<file path="src/rtl/counter_pkg.sv">
// Shared definitions for the counter sequencer: FSM state encodings and the
// one-hot LED patterns that mirror them.
package counter_pkg;

    typedef enum logic [1:0] {
        StIdle = 2'd0,
        StUp   = 2'd1,
        StDown = 2'd2,
        StHold = 2'd3
    } state_e;

    // Led bit order is {HOLD, DOWN, UP, IDLE}
    localparam logic [3:0] LedIdle = 4'b0001;
    localparam logic [3:0] LedUp   = 4'b0010;
    localparam logic [3:0] LedDown = 4'b0100;
    localparam logic [3:0] LedHold = 4'b1000;

    function automatic logic [3:0] state_led(input state_e s);
        logic [3:0] led;
        led = LedIdle;
        unique case (s)
            StIdle: led = LedIdle;
            StUp:   led = LedUp;
            StDown: led = LedDown;
            StHold: led = LedHold;
            default: led = LedIdle;
        endcase
        return led;
    endfunction

endpackage

</file>
<file path="src/rtl/btn_debounce.sv">
// Button conditioning: 2-flop synchroniser, stable-count debouncer and a
// registered rising-edge press pulse. A level present at reset release is
// learned silently, so a button held through reset gives no press until it
// has been released and pressed again.
module btn_debounce #(
    parameter int unsigned DEBOUNCE_CYCLES = 1000000,
    parameter int          DB_W            = 20
) (
    input  logic clk,
    input  logic rst,
    input  logic btn,
    output logic press
);

    localparam logic [DB_W-1:0] CntLast = DB_W'(DEBOUNCE_CYCLES - 1);

    logic [1:0]      sync_q;
    logic            level_q, level_d;
    logic            prev_q;
    logic            learn_q, learn_d;
    logic [DB_W-1:0] cnt_q, cnt_d;
    logic            press_q;
    logic            sample;

    assign sample = sync_q[1];

    // Debounce next state. While learning, the level tracks the sample and the
    // counter only has to see it stable; afterwards the counter measures how
    // long the sample has differed from the accepted level.
    always_comb begin
        level_d = level_q;
        learn_d = learn_q;
        cnt_d   = cnt_q;
        if (learn_q) begin
            if (sample != level_q) begin
                level_d = sample;
                cnt_d   = '0;
            end else if (cnt_q == CntLast) begin
                learn_d = 1'b0;
                cnt_d   = '0;
            end else begin
                cnt_d = cnt_q + 1'b1;
            end
        end else begin
            if (sample == level_q) begin
                cnt_d = '0;
            end else if (cnt_q == CntLast) begin
                level_d = sample;
                cnt_d   = '0;
            end else begin
                cnt_d = cnt_q + 1'b1;
            end
        end
    end

    // Synchroniser, debounce state and registered press pulse
    always_ff @(posedge clk) begin
        if (rst) begin
            sync_q  <= 2'b00;
            level_q <= 1'b0;
            prev_q  <= 1'b0;
            learn_q <= 1'b1;
            cnt_q   <= '0;
            press_q <= 1'b0;
        end else begin
            sync_q  <= {sync_q[0], btn};
            level_q <= level_d;
            prev_q  <= level_q;
            learn_q <= learn_d;
            cnt_q   <= cnt_d;
            press_q <= level_q & ~prev_q & ~learn_q;
        end
    end

    assign press = press_q;

endmodule

</file>
<file path="src/rtl/counter_sequencer.sv">
// Counter sequencer: debounces four buttons and runs the IDLE/UP/DOWN/HOLD
// control FSM for an external counter datapath.
// Optional feature: define COUNTER_SEQ_SATURATE_EN to stop at the counter
// limits (UP at cnt_max, DOWN at cnt_zero) by dropping into HOLD.
module counter_sequencer
    import counter_pkg::*;
#(
    parameter int unsigned DEBOUNCE_CYCLES = 1000000,
    parameter int          DB_W            = 20
) (
    input  logic       clk,
    input  logic       rst,
    input  logic       BTNU,
    input  logic       BTND,
    input  logic       BTNC,
    input  logic       BTNR,
    input  logic       cnt_max,
    input  logic       cnt_zero,
    output logic       cnt_en,
    output logic       cnt_up,
    output logic       cnt_clr,
    output logic [1:0] state,
    output logic [3:0] Led
);

    state_e state_q, state_d;
    logic   dir_q, dir_d;
    logic   clr_q, clr_d;
    logic   up_press, down_press, hold_press, clr_press;
    logic   sat;

    btn_debounce #(.DEBOUNCE_CYCLES(DEBOUNCE_CYCLES), .DB_W(DB_W)) u_db_up (
        .clk   (clk),
        .rst   (rst),
        .btn   (BTNU),
        .press (up_press)
    );

    btn_debounce #(.DEBOUNCE_CYCLES(DEBOUNCE_CYCLES), .DB_W(DB_W)) u_db_down (
        .clk   (clk),
        .rst   (rst),
        .btn   (BTND),
        .press (down_press)
    );

    btn_debounce #(.DEBOUNCE_CYCLES(DEBOUNCE_CYCLES), .DB_W(DB_W)) u_db_hold (
        .clk   (clk),
        .rst   (rst),
        .btn   (BTNC),
        .press (hold_press)
    );

    btn_debounce #(.DEBOUNCE_CYCLES(DEBOUNCE_CYCLES), .DB_W(DB_W)) u_db_clr (
        .clk   (clk),
        .rst   (rst),
        .btn   (BTNR),
        .press (clr_press)
    );

`ifdef COUNTER_SEQ_SATURATE_EN
    assign sat = ((state_q == StUp) && cnt_max) || ((state_q == StDown) && cnt_zero);
`else
    // Datapath wraps freely; limit flags are deliberately unused
    logic unused_flags;
    assign unused_flags = cnt_max | cnt_zero;
    assign sat          = 1'b0;
`endif

    // Next state: clr > hold > up > down > saturation, only one acts
    always_comb begin
        state_d = state_q;
        dir_d   = dir_q;
        clr_d   = 1'b0;
        if (clr_press) begin
            state_d = StIdle;
            clr_d   = 1'b1;
        end else if (hold_press) begin
            case (state_q)
                StUp: begin
                    state_d = StHold;
                    dir_d   = 1'b1;
                end
                StDown: begin
                    state_d = StHold;
                    dir_d   = 1'b0;
                end
                StHold:  state_d = dir_q ? StUp : StDown;
                default: state_d = state_q;
            endcase
        end else if (up_press) begin
            state_d = StUp;
        end else if (down_press) begin
            state_d = StDown;
        end else if (sat) begin
            state_d = StHold;
        end
    end

    // State, resume direction and clear pulse registers
    always_ff @(posedge clk) begin
        if (rst) begin
            state_q <= StIdle;
            dir_q   <= 1'b1;
            clr_q   <= 1'b0;
        end else begin
            state_q <= state_d;
            dir_q   <= dir_d;
            clr_q   <= clr_d;
        end
    end

    // Datapath controls decoded straight from the current state
    always_comb begin
        cnt_en = 1'b0;
        cnt_up = dir_q;
        case (state_q)
            StUp: begin
                cnt_en = ~sat;
                cnt_up = 1'b1;
            end
            StDown: begin
                cnt_en = ~sat;
                cnt_up = 1'b0;
            end
            default: begin
                cnt_en = 1'b0;
                cnt_up = dir_q;
            end
        endcase
    end

    assign cnt_clr = clr_q;
    assign state   = state_q;
    assign Led     = state_led(state_q);

endmodule

</file>
<file path="config.mk">
export PLATFORM = sky130hd
export DESIGN_NAME = counter_sequencer
export DESIGN_NICKNAME = d
export VERILOG_FILES = /design/src/rtl/counter_pkg.sv /design/src/rtl/btn_debounce.sv /design/src/rtl/counter_sequencer.sv
export SDC_FILE = /design/constraint.sdc
export NUM_CORES = 1
export LEC_CHECK = 0
export BUFFER_PORTS_ARGS = -buffer_cell sky130_fd_sc_hd__buf_4
export CAP_MARGIN = 40
export CORE_UTILIZATION = 41
export DETAILED_ROUTE_END_ITERATION = 7
export PLACE_DENSITY_LB_ADDON = 0.25
export SETUP_SLACK_MARGIN = 0.05
export SLEW_MARGIN = 40
export SYNTH_ARGS = -nofsm -noshare
export SYNTH_HDL_FRONTEND = slang
export SYNTH_SLANG_ARGS = --single-unit
</file>
<file path="constraint.sdc">
create_clock -name clk -period 2.7 [get_ports clk]
set_input_delay 0.675 -clock clk [delete_from_list [all_inputs] [get_ports clk]]
set_output_delay 0.675 -clock clk [all_outputs]
set_load 0.02 [all_outputs]
</file>
==> impl_metrics.env <==
export IMPL_status="completed"
export IMPL_mostFrequentLayoutCells="dfxtp_1, nor2_1, nand2_1, xnor2_1, xor2_1"
export IMPL_crit_family="flip-flops"
export IMPL_rsz0062_at_grt="false"
export IMPL_crit_fanout=6
export IMPL_grtUsageMet3_pct=4.159
export IMPL_final_hold_viol_count=0
export IMPL_grtUsageMet2_pct=23.96
export IMPL_hold_path_class="flop to flop"
export IMPL_dr_pass1_iters=4
export IMPL_vdd_ir_drop_max_mv=0.4503
export IMPL_antenna_found_initial=0
export IMPL_drt_iter0_drc=167
export IMPL_cts_buffer_depth=2
export IMPL_reg2reg_slack_ps=610
export IMPL_power_frac_seq_pct=54.3
export IMPL_ys_ff_latch=108
export IMPL_worst_setup_path_end_kind="output port"
export IMPL_yosysSeqAreaShare_pct=46.50
export IMPL_synth_cell_area_sq_mm=0.004649
export IMPL_diodes=0
export IMPL_clkPwrFrac_pct=42.8
export IMPL_drc=0
export IMPL_syn_mean_instance_area_sq_um=9.011
export IMPL_critPathRequiredTime_ps=2030
export IMPL_initial_core_util_pct=42.52
export IMPL_cts_htree_levels=3
export IMPL_wl_per_cell_microns=11.85
export IMPL_slowest_stage="dfxtp_1"
export IMPL_syn_inst=516
export IMPL_muxShareOfSynthArea_pct=1.319
export IMPL_power_density_mw_per_mm2=578.7
export IMPL_post_cts_resized=0
export IMPL_top_usage_layer="met2"
export IMPL_finalWorstSetupSlack_ps=300.4
export IMPL_grt_pass1_vias=3245
export IMPL_drive_gt1_share_pct=8.209
export IMPL_gr_total_overflow=0
export IMPL_worstMarginPinSlew_ps=660.6
export IMPL_syn_nets=534
export IMPL_area_growth_pct=11.79
export IMPL_cts_hold_buf=0
export IMPL_crit_chain="inv_1 -> ha_1 -> mux2_2 -> buf_4"
export IMPL_dieArea_sq_mm=0.01177
export IMPL_fmax_mhz=416.7
export IMPL_cp_slowest_stage_delay_ps=440
export IMPL_synth_top_family_by_area="simple AND/OR/NAND/NOR gates"
export IMPL_p_switching_w=0.0006894
export IMPL_portBuffers=14
export IMPL_nets=549
export IMPL_via_per_inst=5.151
export IMPL_p_sw_share_pct=22.92
export IMPL_slew_violations=0
export IMPL_dp_hpwl_microns=5504
export IMPL_die_w_microns=108.5
export IMPL_critPathArrivalTime_ps=1720
export IMPL_p_leak_nw=1.826
export IMPL_cts_made_buffers=9
export IMPL_rows=38
export IMPL_clock_latency_ps=350
export IMPL_tns_ps=0
export IMPL_synth_compound_area_share_pct=7.723
export IMPL_root_buffer="clkbuf_16"
export IMPL_grt_max_degree=21
export IMPL_use_met1_pct=19.39
export IMPL_p_int_w=0.002319
export IMPL_totalWireLength_microns=8012
export IMPL_clkTransAtPathRegs_ps=70
export IMPL_setup_violations=0
export IMPL_crit_path_start_kind="flop"
export IMPL_num_io_pins=17
export IMPL_drv_cap=0
export IMPL_dieHeight_microns=108.5
export IMPL_combPwrFrac_pct=2.9
export IMPL_cts_sinks=108
export IMPL_dr_total_vias=3482
export IMPL_cts_tree="done"
export IMPL_post_cts_setup_buffers=0
export IMPL_detail_route_antenna_nets=0
export IMPL_period_needed_ps=2400
export IMPL_core_sq_mm=0.01094
export IMPL_path_class="flop to output port"
export IMPL_ys_warn_count=0
export IMPL_timing_final_crit_share_pct=88.87
export IMPL_finalClockSkew_ps=9.883
export IMPL_place_congestion=0.7750
export IMPL_relSlewSlack_pct=55.56
export IMPL_grt_usage_pct=14.94
export IMPL_yosys_area_share_adder_pct=2.691
export IMPL_final_common_cell="dfxtp_1"
export IMPL_synth_xor_area_share_pct=11.11
export IMPL_grt_pass1_wl_microns=14180
export IMPL_synth_cell_type_count=41
export IMPL_synth_simple_gate_area_share_pct=27.61
export IMPL_path_buf_inv=2
export IMPL_dp_slack_ps=598.2
[per-stage QoR]
stage | power [W] | area [sq um] | hold slack [ps] | utilization (%) | instances
after floorplan | 0.001732 | 4649 | 373.2 | - | 516
after global placement | 0.001756 | 4901 | 377.9 | 44.82 | 660
after detailed placement | 0.001759 | 4901 | 378.1 | 44.82 | 660
after CTS | 0.003068 | 5197 | 389.5 | 47.53 | 676
after global routing | 0.003140 | 5197 | 407.7 | 47.53 | 676
final | 0.003008 | 5197 | 387.7 | 47.53 | 676
[worst reg2reg max path, delay by kind of cell (launching register included)]
| family | cells | cell delay, ps |
|---|---|---|
| AO/OA/AOI/OAI | 1 | 170 |
| AND/OR/NAND/NOR | 3 | 1200 |
| flip-flops | 1 | 370 |
| buffers and inverters | 1 | 260 |
[Yosys cell counts (all sizes together)]
cell type,count,share of area (%)
and2,4,0.54
nor2,62,5.0
ha,10,2.7
nand3,26,2.8
nor4bb,1,0.22
inv,21,1.7
a21oi,22,2.4
and3,11,1.5
nor3,15,1.6
nand2,37,3.0
xor2,29,5.5
or4,14,2.4
and4,4,0.78
nor2b,13,1.7
o31ai,13,2.1
nor3b,2,0.32
mux2,1,0.24
clkbuf,11,0.89
a31o,1,0.19
nand4,20,3.3
clkinv,1,0.081
o211ai,4,0.75
o21ai,13,1.4
nor4,10,1.3
o21bai,4,0.65
or3,12,1.6
xnor2,30,5.7
buf,3,0.38
nand2b,1,0.13
nand4b,3,0.57
dfxtp,108,47
nor4b,4,0.75
a221oi,1,0.19
mux2i,5,1.1
[logic make-up after synthesis]
| family | Yosys count |
|---|---|
| adders and majority gates | 10 |
| buffers and inverters | 36 |
| DFF | 108 |
| and+or+nand+nor | 239 |
| xor gates and xnor gates | 59 |
| AOI/OAI and AO/OA | 58 |
| muxes | 6 |
[power by group through the flow]
stage	registers (W)	logic [W]	clock network, W
3_5_place_dp	0.00167	0.0000891	0
2_1_floorplan	0.00167	0.0000663	0
4_1_cts	0.00163	0.0000897	0.00135
5_1_grt	0.00164	0.000102	0.00140
3_3_place_gp	0.00167	0.0000873	0
6_report	0.00163	0.0000877	0.00129
[area by class of cell]
cell class	instances	area, sq um
clock inverter	6	57.56
clock buffer	10	239.0
multi-input combinational	372	2346
tap	140	175.2
timing repair buffer	18	135.1
sequential	108	2162
fill	1050	5738
inverter	22	82.58
[state kept, by name, summed over array words and instances (netlist names), 2 cells and up]
register          flops
state                 2
u_db_clr.cnt_q       20
u_db_clr.sync_q       2
u_db_down.cnt_q      20
u_db_down.sync_q      2
u_db_hold.cnt_q      20
u_db_hold.sync_q      2
u_db_up.cnt_q        20
u_db_up.sync_q        2
[final timing paths]
path | cells past startpoint | start | end
worst max-delay path | 4 | state[0] | cnt_up
worst min-delay path | 1 | u_db_hold.prev_q | u_db_hold.press
worst min register to register | 1 | u_db_hold.prev_q | u_db_hold.press
worst max register to register | 5 | u_db_clr.cnt_q[12] | u_db_clr.cnt_q[3]
[layer usage]
layer	up-vias	routed length, microns
met5	-	0
met4	0	69
met3	4	200
met2	30	3604
met1	1616	4138
li1	1832	-
No activity file was read; power rests on OpenSTA's default activity.
